<file path="src/rtl/mips_defs_pkg.sv">
// Shared MIPS data-memory definitions: access size encodings, bridge FSM states,
// and the alignment rule.
package mips_defs_pkg;

    localparam int unsigned XLEN = 32;
    localparam int unsigned BE_W = 4;

    localparam logic [1:0] SZ_BYTE = 2'b00;
    localparam logic [1:0] SZ_HALF = 2'b01;
    localparam logic [1:0] SZ_WORD = 2'b10;

    typedef enum logic [1:0] {
        IDLE = 2'b00,
        BUSY = 2'b01,
        DONE = 2'b10
    } dmemState_t;

    // The reserved size 2'b11 is treated as a word access.
    function automatic logic isMisaligned(input logic [1:0] size, input logic [1:0] offset);
        logic mis;
        mis = 1'b0;
        if (size == SZ_HALF) begin
            mis = offset[0];
        end else if (size != SZ_BYTE) begin
            mis = (offset != 2'b00);
        end
        return mis;
    endfunction

endpackage

</file>
<file path="src/rtl/dmem_lane_fmt.sv">
// Byte-lane logic: store byte enables and lane replication, and load lane
// extraction with sign or zero extension.
module dmem_lane_fmt
    import mips_defs_pkg::*;
(
    input  logic [1:0]      stSize,
    input  logic [1:0]      stOffset,
    input  logic [XLEN-1:0] stData,
    output logic [BE_W-1:0] stBe,
    output logic [XLEN-1:0] stWdata,
    input  logic [1:0]      ldSize,
    input  logic [1:0]      ldOffset,
    input  logic            ldSigned,
    input  logic [XLEN-1:0] ldRaw,
    output logic [XLEN-1:0] ldData
);

    logic [7:0]  byteLane;
    logic [15:0] halfLane;

    always_comb begin : storeLanes
        stBe    = 4'b1111;
        stWdata = stData;
        case (stSize)
            SZ_BYTE: begin
                stBe    = 4'b0001 << stOffset;
                stWdata = {4{stData[7:0]}};
            end
            SZ_HALF: begin
                stBe    = stOffset[1] ? 4'b1100 : 4'b0011;
                stWdata = {2{stData[15:0]}};
            end
            default: ;
        endcase
    end

    always_comb begin : loadLanes
        case (ldOffset)
            2'd0:    byteLane = ldRaw[7:0];
            2'd1:    byteLane = ldRaw[15:8];
            2'd2:    byteLane = ldRaw[23:16];
            default: byteLane = ldRaw[31:24];
        endcase
        halfLane = ldOffset[1] ? ldRaw[31:16] : ldRaw[15:0];
        ldData   = ldRaw;
        case (ldSize)
            SZ_BYTE: ldData = {{24{ldSigned & byteLane[7]}}, byteLane};
            SZ_HALF: ldData = {{16{ldSigned & halfLane[15]}}, halfLane};
            default: ;
        endcase
    end

endmodule

</file>
<file path="src/rtl/dmem_bridge.sv">
// ME-stage data-memory bridge: one bus transaction per aligned load/store, with pipeline stall.
// Optional bus-timeout abort is compiled in with DMEM_BRIDGE_TIMEOUT_EN.
module dmem_bridge
    import mips_defs_pkg::*;
#(
    parameter int unsigned TIMEOUT_CYCLES = 255
) (
    input  logic            clk,
    input  logic            rst,
    input  logic            memreadM,
    input  logic            memwriteM,
    input  logic [1:0]      sizeM,
    input  logic            signedM,
    input  logic [XLEN-1:0] aluoutM,
    input  logic [XLEN-1:0] writedataM,
    output logic [XLEN-1:0] readdataM,
    output logic            stallM,
    output logic            adelM,
    output logic            adesM,
    output logic            bus_req,
    output logic            bus_we,
    output logic [XLEN-1:0] bus_addr,
    output logic [BE_W-1:0] bus_be,
    output logic [XLEN-1:0] bus_wdata,
    input  logic [XLEN-1:0] bus_rdata,
    input  logic            bus_ack,
    output logic            bus_err
);

    dmemState_t      state;
    dmemState_t      stateNext;
    logic            access;
    logic            misaligned;
    logic            aligned;
    logic            startAcc;
    logic            ackHit;
    logic            timeoutHit;
    logic            toExpired;
    logic [1:0]      ldSize;
    logic [1:0]      ldOffset;
    logic            ldSigned;
    logic [BE_W-1:0] fmtBe;
    logic [XLEN-1:0] fmtWdata;
    logic [XLEN-1:0] fmtRdata;

    assign access     = memreadM | memwriteM;
    assign misaligned = isMisaligned(sizeM, aluoutM[1:0]);
    assign aligned    = access & ~misaligned;

    // Reset gates the combinational outputs so everything reads 0 while rst is low.
    assign adelM   = rst & access & ~memwriteM & misaligned;
    assign adesM   = rst & memwriteM & misaligned;
    assign stallM  = rst & (((state == IDLE) & aligned) | (state == BUSY));
    assign bus_req = (state == BUSY);

    dmem_lane_fmt uLaneFmt (
        .stSize   (sizeM),
        .stOffset (aluoutM[1:0]),
        .stData   (writedataM),
        .stBe     (fmtBe),
        .stWdata  (fmtWdata),
        .ldSize   (ldSize),
        .ldOffset (ldOffset),
        .ldSigned (ldSigned),
        .ldRaw    (bus_rdata),
        .ldData   (fmtRdata)
    );

    always_ff @(posedge clk or negedge rst) begin
        if (!rst) begin
            state <= IDLE;
        end else begin
            state <= stateNext;
        end
    end

    always_comb begin : fsmNext
        stateNext  = state;
        startAcc   = 1'b0;
        ackHit     = 1'b0;
        timeoutHit = 1'b0;
        case (state)
            IDLE: begin
                if (aligned) begin
                    stateNext = BUSY;
                    startAcc  = 1'b1;
                end
            end
            BUSY: begin
                if (bus_ack) begin
                    stateNext = DONE;
                    ackHit    = 1'b1;
                end else if (toExpired) begin
                    stateNext  = DONE;
                    timeoutHit = 1'b1;
                end
            end
            DONE:    stateNext = IDLE;
            default: stateNext = IDLE;
        endcase
    end

    // Request fields latch at the IDLE->BUSY edge and hold through the transaction.
    always_ff @(posedge clk or negedge rst) begin
        if (!rst) begin
            bus_we    <= 1'b0;
            bus_addr  <= '0;
            bus_be    <= '0;
            bus_wdata <= '0;
            ldSize    <= SZ_BYTE;
            ldOffset  <= 2'b00;
            ldSigned  <= 1'b0;
            readdataM <= '0;
        end else begin
            if (startAcc) begin
                bus_we    <= memwriteM;
                bus_addr  <= {aluoutM[XLEN-1:2], 2'b00};
                bus_be    <= fmtBe;
                bus_wdata <= fmtWdata;
                ldSize    <= sizeM;
                ldOffset  <= aluoutM[1:0];
                ldSigned  <= signedM;
            end
            if (ackHit && !bus_we) begin
                readdataM <= fmtRdata;
            end else if (timeoutHit && !bus_we) begin
                readdataM <= '0;
            end
        end
    end

`ifdef DMEM_BRIDGE_TIMEOUT_EN
    localparam logic [7:0] TimeoutLast = 8'(TIMEOUT_CYCLES - 1);

    logic [7:0] toCnt;

    always_ff @(posedge clk or negedge rst) begin
        if (!rst) begin
            toCnt   <= '0;
            bus_err <= 1'b0;
        end else begin
            if (startAcc) begin
                toCnt <= '0;
            end else if ((state == BUSY) && !bus_ack) begin
                toCnt <= toCnt + 8'd1;
            end
            bus_err <= timeoutHit;
        end
    end

    assign toExpired = (state == BUSY) && (toCnt == TimeoutLast);
`else
    logic [7:0] unusedTimeoutLast;

    assign unusedTimeoutLast = 8'(TIMEOUT_CYCLES - 1);
    assign toExpired         = 1'b0;
    assign bus_err           = 1'b0;
`endif

endmodule

</file>
<file path="config.mk">
export PLATFORM = sky130hd
export DESIGN_NAME = dmem_bridge
export DESIGN_NICKNAME = d
export VERILOG_FILES = /design/src/rtl/mips_defs_pkg.sv /design/src/rtl/dmem_lane_fmt.sv /design/src/rtl/dmem_bridge.sv
export SDC_FILE = /design/constraint.sdc
export NUM_CORES = 1
export LEC_CHECK = 0
export BUFFER_PORTS_ARGS = -buffer_cell sky130_fd_sc_hd__buf_2
export CORE_MARGIN = 2
export CORE_UTILIZATION = 49
export CTS_CLUSTER_SIZE = 10
export DETAILED_ROUTE_END_ITERATION = 7
export PLACE_DENSITY = 0.8
export SYNTH_ARGS = -nofsm -noshare
export SYNTH_HDL_FRONTEND = slang
export SYNTH_HIERARCHICAL = 1
export SYNTH_SLANG_ARGS = --single-unit
</file>
<file path="constraint.sdc">
create_clock -name clk -period 2.9 [get_ports clk]
set_clock_uncertainty 0.15 [all_clocks]
set_input_delay 0.58 -clock clk [delete_from_list [all_inputs] [get_ports clk]]
set_output_delay 0.58 -clock clk [all_outputs]
set_load 0.02 [all_outputs]
</file>
==> results of run 1 <==
-- stage by stage --
stage,worst slack (ns),area [um^2]
2_1_floorplan,0.3846,5435
3_3_place_gp,0.5168,6467
5_1_grt,0.2597,6665
4_1_cts,0.3590,6665
3_5_place_dp,0.4457,6467
6_report,0.3864,6665
-- where the power goes --
| group | switching (mW) | leakage, nW | internal, mW |
|---|---|---|---|
| Clock | 0.535 | 0.0895 | 0.346 |
| Combinational | 1.79 | 1.84 | 1.32 |
| Sequential | 0.344 | 1.27 | 2.10 |
| Total | 2.67 | 3.20 | 3.76 |
-- kinds of logic (layout without fill, tap and decap cells) --
kind of cell,count (synthesis),count (layout)
other,1,3
AO/OA/AOI/OAI,85,85
flip-flops,106,106
buffers and inverters,44,238
AND/OR/NAND/NOR,59,59
multiplexers,141,141
-- sequential cells by signal, summed over array words and instances, names as in the netlist --
signal / count
bus_wdata: 32
state: 2
bus_addr: 30
bus_we: 1
readdataM: 32
ldSigned: 1
ldSize: 2
bus_be: 4
ldOffset: 2
-- final timing paths --
| check | cells after the start | slack (ns) | end |
|---|---|---|---|
| worst max-delay path | 4 | 0.39 | stallM |
| worst min-delay path | 2 | 0.28 | bus_addr[15] |
| worst max register to register | 4 | 0.61 | readdataM[2] |
| worst min register to register | 1 | 0.36 | bus_addr[19] |
| max in group asynchronous | 3 | 1.27 | bus_addr[16] |
| min in group asynchronous | 2 | 0.47 | bus_wdata[4] |
-- cell usage after synthesis (all sizes together) --
cell type	n	share of area
dfrtp	106	0.49
o21ai	10	0.0092
and4b	1	0.0018
nor4	3	0.0062
mux2	119	0.25
nor2	9	0.0067
mux2i	22	0.041
a31oi	3	0.0035
nor3b	1	0.0023
o22a	8	0.013
o21bai	2	0.0028
o21a	3	0.0041
clkbuf	8	0.0058
buf	32	0.045
and2	2	0.0023
nor3	1	0.00092
and2b	1	0.0016
or2	3	0.0035
o31a	1	0.0018
a22oi	1	0.0039
o221ai	8	0.013
a21o	3	0.0044
a21oi	44	0.043
and3	1	0.0012
inv	4	0.0028
nand2	17	0.012
nor2b	19	0.022
nand2b	1	0.0012
o22ai	1	0.0012
conb	1	0.00069
a311oi	1	0.0016
-- routing by layer --
| metal | global-route usage | vias up | part of all wire | wire [um] |
|---|---|---|---|---|
| li1 | - | 1938 | - | - |
| met1 | 0.2765 | 2029 | 0.41 | 5479 |
| met2 | 0.3656 | 193 | 0.48 | 6329 |
| met3 | 0.06037 | 15 | 0.092 | 1218 |
| met4 | 0.09855 | 0 | 0.019 | 257 |
| met5 | 0 | - | 0 | 0 |
-- repair_timing --
action / 4_1_cts / 5_1_grt
hold endpoints to repair: 13 / 0
gates resized for setup: 0 / 0
hold buffers: 1 / 0
-- final cells by class --
cell class                      instances  area (um^2)  share of cell area
Sequential cell                       106         2653              0.3980
Multi-Input combinational cell        288         2496              0.3745
Timing Repair Buffer                  218         1139              0.1708
Tap cell                              140        175.2             0.02628
Clock buffer                           10        137.6             0.02065
Clock inverter                          6        50.05            0.007509
Inverter                                4        15.01            0.002253
==> results.md, run 1 <==
* Status: finished clean
* Crit path from: state[1]
* RSZ-0062 raised after global routing: false
* Layout Area Growth over Synthesis at 22.80%
* Hold crit path type: input pin to register
* Cell area after synthesis at 5428 um^2
* Fmax at 397.8 MHz
* Worst VDD drop at 555.3 uV
* Gate Count Post-Synth at 436
* Cts bufs inserted at 9
* CP top delay family: simple AND/OR/NAND/NOR gates
* Site row count at 38
* CP required at 2.17 ns
* Htree depth at 3
* Num Clock Sinks at 106
* Critical path launch point type: register
* Post-synthesis compound-gate area fraction at 0.1010
* Final min period at 2.514 ns
* Syn avg cell area at 12.45 um^2
* Final Slew Violations at 0
* Pleak at 3.199 nW
* Diodes inserted at 0
* Critical path type: register to primary output
* Initial DRC count at 237
* Reg2reg start: ldOffset[0]
* Crit-path slowest cell: dfrtp_1
* Post-synthesis mux area share at 0.2944
* Filler instances at 881
* Most common cell after layout, fill and taps aside: buf_2
* Hold Startpoint: aluoutM[15]
* Layout cells sized above 1 at 0.5728
* IO Count at 210
* Root Buffer: clkbuf_8
* All-Layer GR Usage at 0.2231
* DRC viols at 0
* Netlist cell types at 40
* Worst-Skew Late Latency at 0.36 ns
* CP Max Fanout at 5
* Hold slack final at 0.2809 ns
* Post-Route WL at 13290 um
* XOR/XNOR Fraction of Synth Area at 0
* Reg clk slew, reported paths at 0.11 ns
* Fin cells at 772
* Synth Area in Adders at 0
* Vias/cell at 5.408
* Die height at 109.2 um
* Max-Cap Viols at 0
* Post-Route Setup TNS at 0 ns
* Die area at 11930 um^2
* Period utilization at 0.8667
* Most frequent cells in the layout: buf_2 (205), mux2_2 (109), dfrtp_1 (106), a21oi_1 (43), mux2i_1 (22)
* DIE WIDTH at 109.2 um
* Global-route wire length before repair at 20510 um
* Worst setup EP type: primary output
* Worst Max-Slew Pin Slew at 1.020 ns
* Register area share after synthesis at 0.4887
* 1st-pass router iterations at 4
* Largest net degree at the start of global routing at 67
* RePlAce Congestion at 0.8212
* Post-CTS Setup Repair Bufs at 0
* Grt total ovfl at 0
* Worst Path Buf+Inv at 1
* Worst Path Arrival at 1.78 ns
* Placed cells at 755
* Vias in the first global route at 4197
* Largest family of logic cells by synthesized area: multiplexers
* Final Hold Vio Count at 0
* Final nets at 731
* Slew headroom at 0.3184
* Warnings from Yosys at 6
* Routed Antenna Nets at 0
* CTS tree: yes
* Crit-path cells: or2_0 -> nor4_4 -> o21a_1 -> buf_2
* Simple-Gate Fraction of Synth Area at 0.06132
* Buffers on Ports at 206
* Routed via count at 4175
* Power per cell area at 965.0 nW/um^2
* Final setup viols at 0
* Crit-path max cell delay at 0.40 ns
* WL per Instance at 17.21 um
* Initial core utilization at 0.5007
* Final Util at 0.6148
* CORE AREA at 10840 um^2
* Initial antenna violation count at 0
* #FFs+latches synth at 106
* HPWL after detailed placement at 9795 um
* Pwr Total at 6.432 mW
* Maximum clock path buffer count at 2
No activity file was read; power rests on OpenSTA's default activity.
==> run 2: changes to the inputs <==
--- a/config.mk
+++ b/config.mk
@@ -5,12 +5,13 @@
 export SDC_FILE = /design/constraint.sdc
 export NUM_CORES = 1
 export LEC_CHECK = 0
+export ABC_AREA = 1
 export BUFFER_PORTS_ARGS = -buffer_cell sky130_fd_sc_hd__buf_2
 export CORE_MARGIN = 2
-export CORE_UTILIZATION = 49
+export CORE_UTILIZATION = 45
 export CTS_CLUSTER_SIZE = 10
 export DETAILED_ROUTE_END_ITERATION = 7
-export PLACE_DENSITY = 0.8
+export PLACE_DENSITY = 0.77
 export SYNTH_ARGS = -nofsm -noshare
 export SYNTH_HDL_FRONTEND = slang
 export SYNTH_HIERARCHICAL = 1
==> constraint.sdc (replaced) <==
create_clock -name clk -period 2.06 [get_ports clk]
set_clock_uncertainty 0.15 [all_clocks]
set_input_delay 0.412 -clock clk [delete_from_list [all_inputs] [get_ports clk]]
set_output_delay 0.412 -clock clk [all_outputs]
set_load 0.02 [all_outputs]
==> run 2 against run 1 <==
Effect of this change:
- synthesized cell count grew 67%
- sequential power increased by 45%
- largest power group unchanged
- sequential share of layout area decreased by 1.5 points
- core utilization down 4.0 points
- global-route usage grew 1.8 points
- via count is 31% higher
- register-to-register slack lost 0.27 ns
==> results.md, run 2 <==
* All-Layer GR Usage at 0.2413
* Die height at 115.2 um
* Worst VDD drop at 708.8 uV
* Warnings from Yosys at 6
* Htree depth at 3
* Most used DFF post-synth: dfrtp_1
* Gate Count Post-Synth at 728
* Maximum clock path buffer count at 2
* Crit-path max cell delay at 0.39 ns
* HPWL after detailed placement at 11310 um
* Final nets at 1013
* Post-CTS Setup Repair Bufs at 0
* Status: finished clean
* Final min period at 1.966 ns
* Initial antenna violation count at 0
* Grt total ovfl at 0
* Power per cell area at 1437 nW/um^2
* Hold crit path type: input pin to asynchronous set/reset pin
* Most common cell after layout, fill and taps aside: nand2_1
* Met2 WL at 7530 um
* Filler instances at 1165
* Worst Path Arrival at 1.40 ns
* Global-route wire length before repair at 25190 um
* Worst-Skew Late Latency at 0.35 ns
* Placed cells at 1066
* 1st-pass router iterations at 5
* Num Clock Sinks at 106
* IO Count at 210
* Fmax at 508.7 MHz
* Netlist cell types at 26
* Worst setup EP type: primary output
* CP required at 1.50 ns
* Final setup viols at 0
* Syn avg cell area at 7.650 um^2
* CP Max Fanout at 3
* CTS hold repair buffers at 0
* Site row count at 40
* Critical path launch point type: register
* Post-Route WL at 15590 um
* Clk network pwr share at 0.181
* Slew headroom at 0.4469
* DIE WIDTH at 115.2 um
* Period utilization at 0.9543
* Final Hold Vio Count at 0
* Max-Cap Viols at 0
* Largest area contributor in the netlist: dfrtp_1
* Int Power at 5.465 mW
* Reg clk slew, reported paths at 0.08 ns
* Routed via count at 5455
* Post-Route Setup TNS at 0 ns
* Largest net degree at the start of global routing at 73
* Highest routed layer: met4
* Vias/cell at 5.037
* Critical path type: register to primary output
* RSZ-0062 raised after global routing: false
* Fin cells at 1083
* Most common cell in the netlist: nand2_1
* WL met3 at 1254 um
* #FFs+latches synth at 106
* Vias in the first global route at 5023
* Async set or reset register ratio after synthesis at 1.000
* CTS-repair resized insts at 0
* Register area share after synthesis at 0.4763
* Sequential power share at 0.354
* Crit-path slowest cell: dfrtp_1
* Worst Max-Slew Pin Slew at 0.8296 ns
* Met1 wire length at 6551 um
* Root Buffer: clkbuf_16
* Top cells by count, synth: nand2_1 (349), nand3_1 (116), dfrtp_1 (106), inv_1 (23)
* Final Util at 0.5744
* Pwr Total at 9.959 mW
* Post-synth top area share at 0.4763
* Initial core utilization at 0.4617
* CORE AREA at 12060 um^2
* DRC viols at 0
* CTS tree: yes
* WL per Instance at 14.40 um
* Cts bufs inserted at 9
* Post-synth EDFFs at 0
* Most area-consuming cells after synthesis: dfrtp_1 (48%), nand2_1 (24%), nand3_1 (10%)
* Initial DRC count at 618
* Routed Antenna Nets at 0
* Largest regs: bus_wdata (32), readdataM (32), bus_addr (30)
* Most frequent cells in the layout: nand2_1 (347), buf_2 (205), nand3_1 (116), dfrtp_1 (106), inv_1 (23)
* Setup ws final at 0.09407 ns
* Crit-path cells: inv_2 -> nand2_1 -> nor2_4 -> nand2_2 -> a21oi_2 -> buf_2
* Buffers on Ports at 206
* Pleak at 4.147 nW
* Layout cells sized above 1 at 0.3042
* Switching pwr at 4.493 mW
* Layout Area Growth over Synthesis at 24.40%
* Cell area after synthesis at 5569 um^2
* RePlAce Congestion at 0.9065
* Place WS at 0.2530 ns
* Switching Share at 0.4512
* Power share of the combinational group at 0.465
* Final Slew Violations at 0
* Die area at 13280 um^2
-- run 2: changes by cell type after synthesis, sizes merged, moves of 19 or more --
cell,previous run,this run
mux2i,22,0
nor2b,19,0
a21oi,44,8
mux2,119,0
nand2,17,350
inv,4,28
nand3,0,138
-- run 2: through the flow --
stage	hold slack, ns	area (um^2)
2_1_floorplan	-0.03359	5577
3_3_place_gp	0.2976	6616
3_5_place_dp	0.3029	6616
4_1_cts	0.03506	6925
5_1_grt	0.05806	6925
6_report	0.01320	6928
-- run 2: path summary, 6_finish.rpt --
kind	start	endpoint	slack [ns]	cells after the start
max in group asynchronous	rst	bus_addr[11]	1.08	2
worst max-delay path	state[0]	stallM	0.09	6
worst max register to register	ldOffset[1]	readdataM[16]	0.34	7
worst min register to register	readdataM[24]	readdataM[24]	0.32	2
worst min-delay path	rst	bus_wdata[30]	0.01	2
min in group clk	bus_ack	state[0]	0.11	2
-- run 2: layout make-up --
class / instances / area (um^2) / share of cell area
flip-flops and latches: 106 / 2653 / 0.3829
multi-input cells: 538 / 2440 / 0.3522
repair buffers: 226 / 1209 / 0.1745
clock buffers: 9 / 225.2 / 0.03251
well taps: 168 / 210.2 / 0.03034
inverters: 28 / 105.1 / 0.01517
clock inverters: 7 / 83.83 / 0.01210
diodes: 1 / 2.502 / 0.0003612
-- run 2: cell families (layout without fill, tap and decap cells) --
kind of cell	count (synthesis)	count (layout)	share of synthesized area
other cells	1	4	0.0006734
buf+inv	86	270	0.08785
compound gates	35	35	0.03887
flops	106	106	0.4763
simple gates	500	500	0.3963
-- run 2: worst max-delay path, delay by kind of cell (launching register included) --
kind                   cells  cell delay, ns
AND/OR/NAND/NOR            3            0.33
AO/OA/AOI/OAI              1            0.12
buffers and inverters      2            0.23
flip-flops                 1            0.39
-- run 2: routing by layer --
| layer | global-route usage | vias up |
|---|---|---|
| met5 | 0 | - |
| met4 | 0.07711 | 0 |
| met3 | 0.05640 | 21 |
| met2 | 0.3914 | 258 |
| met1 | 0.3218 | 2510 |
| li1 | - | 2666 |
-- run 2: power groups by stage --
stage	sequential [mW]	combinational (mW)	clock [mW]
finish	3.53	4.63	1.80
global route	3.64	5.13	1.94
CTS	3.53	4.67	1.84
detailed placement	3.53	4.67	0
global placement	3.53	4.58	0
floorplan	4.53	2.13	0
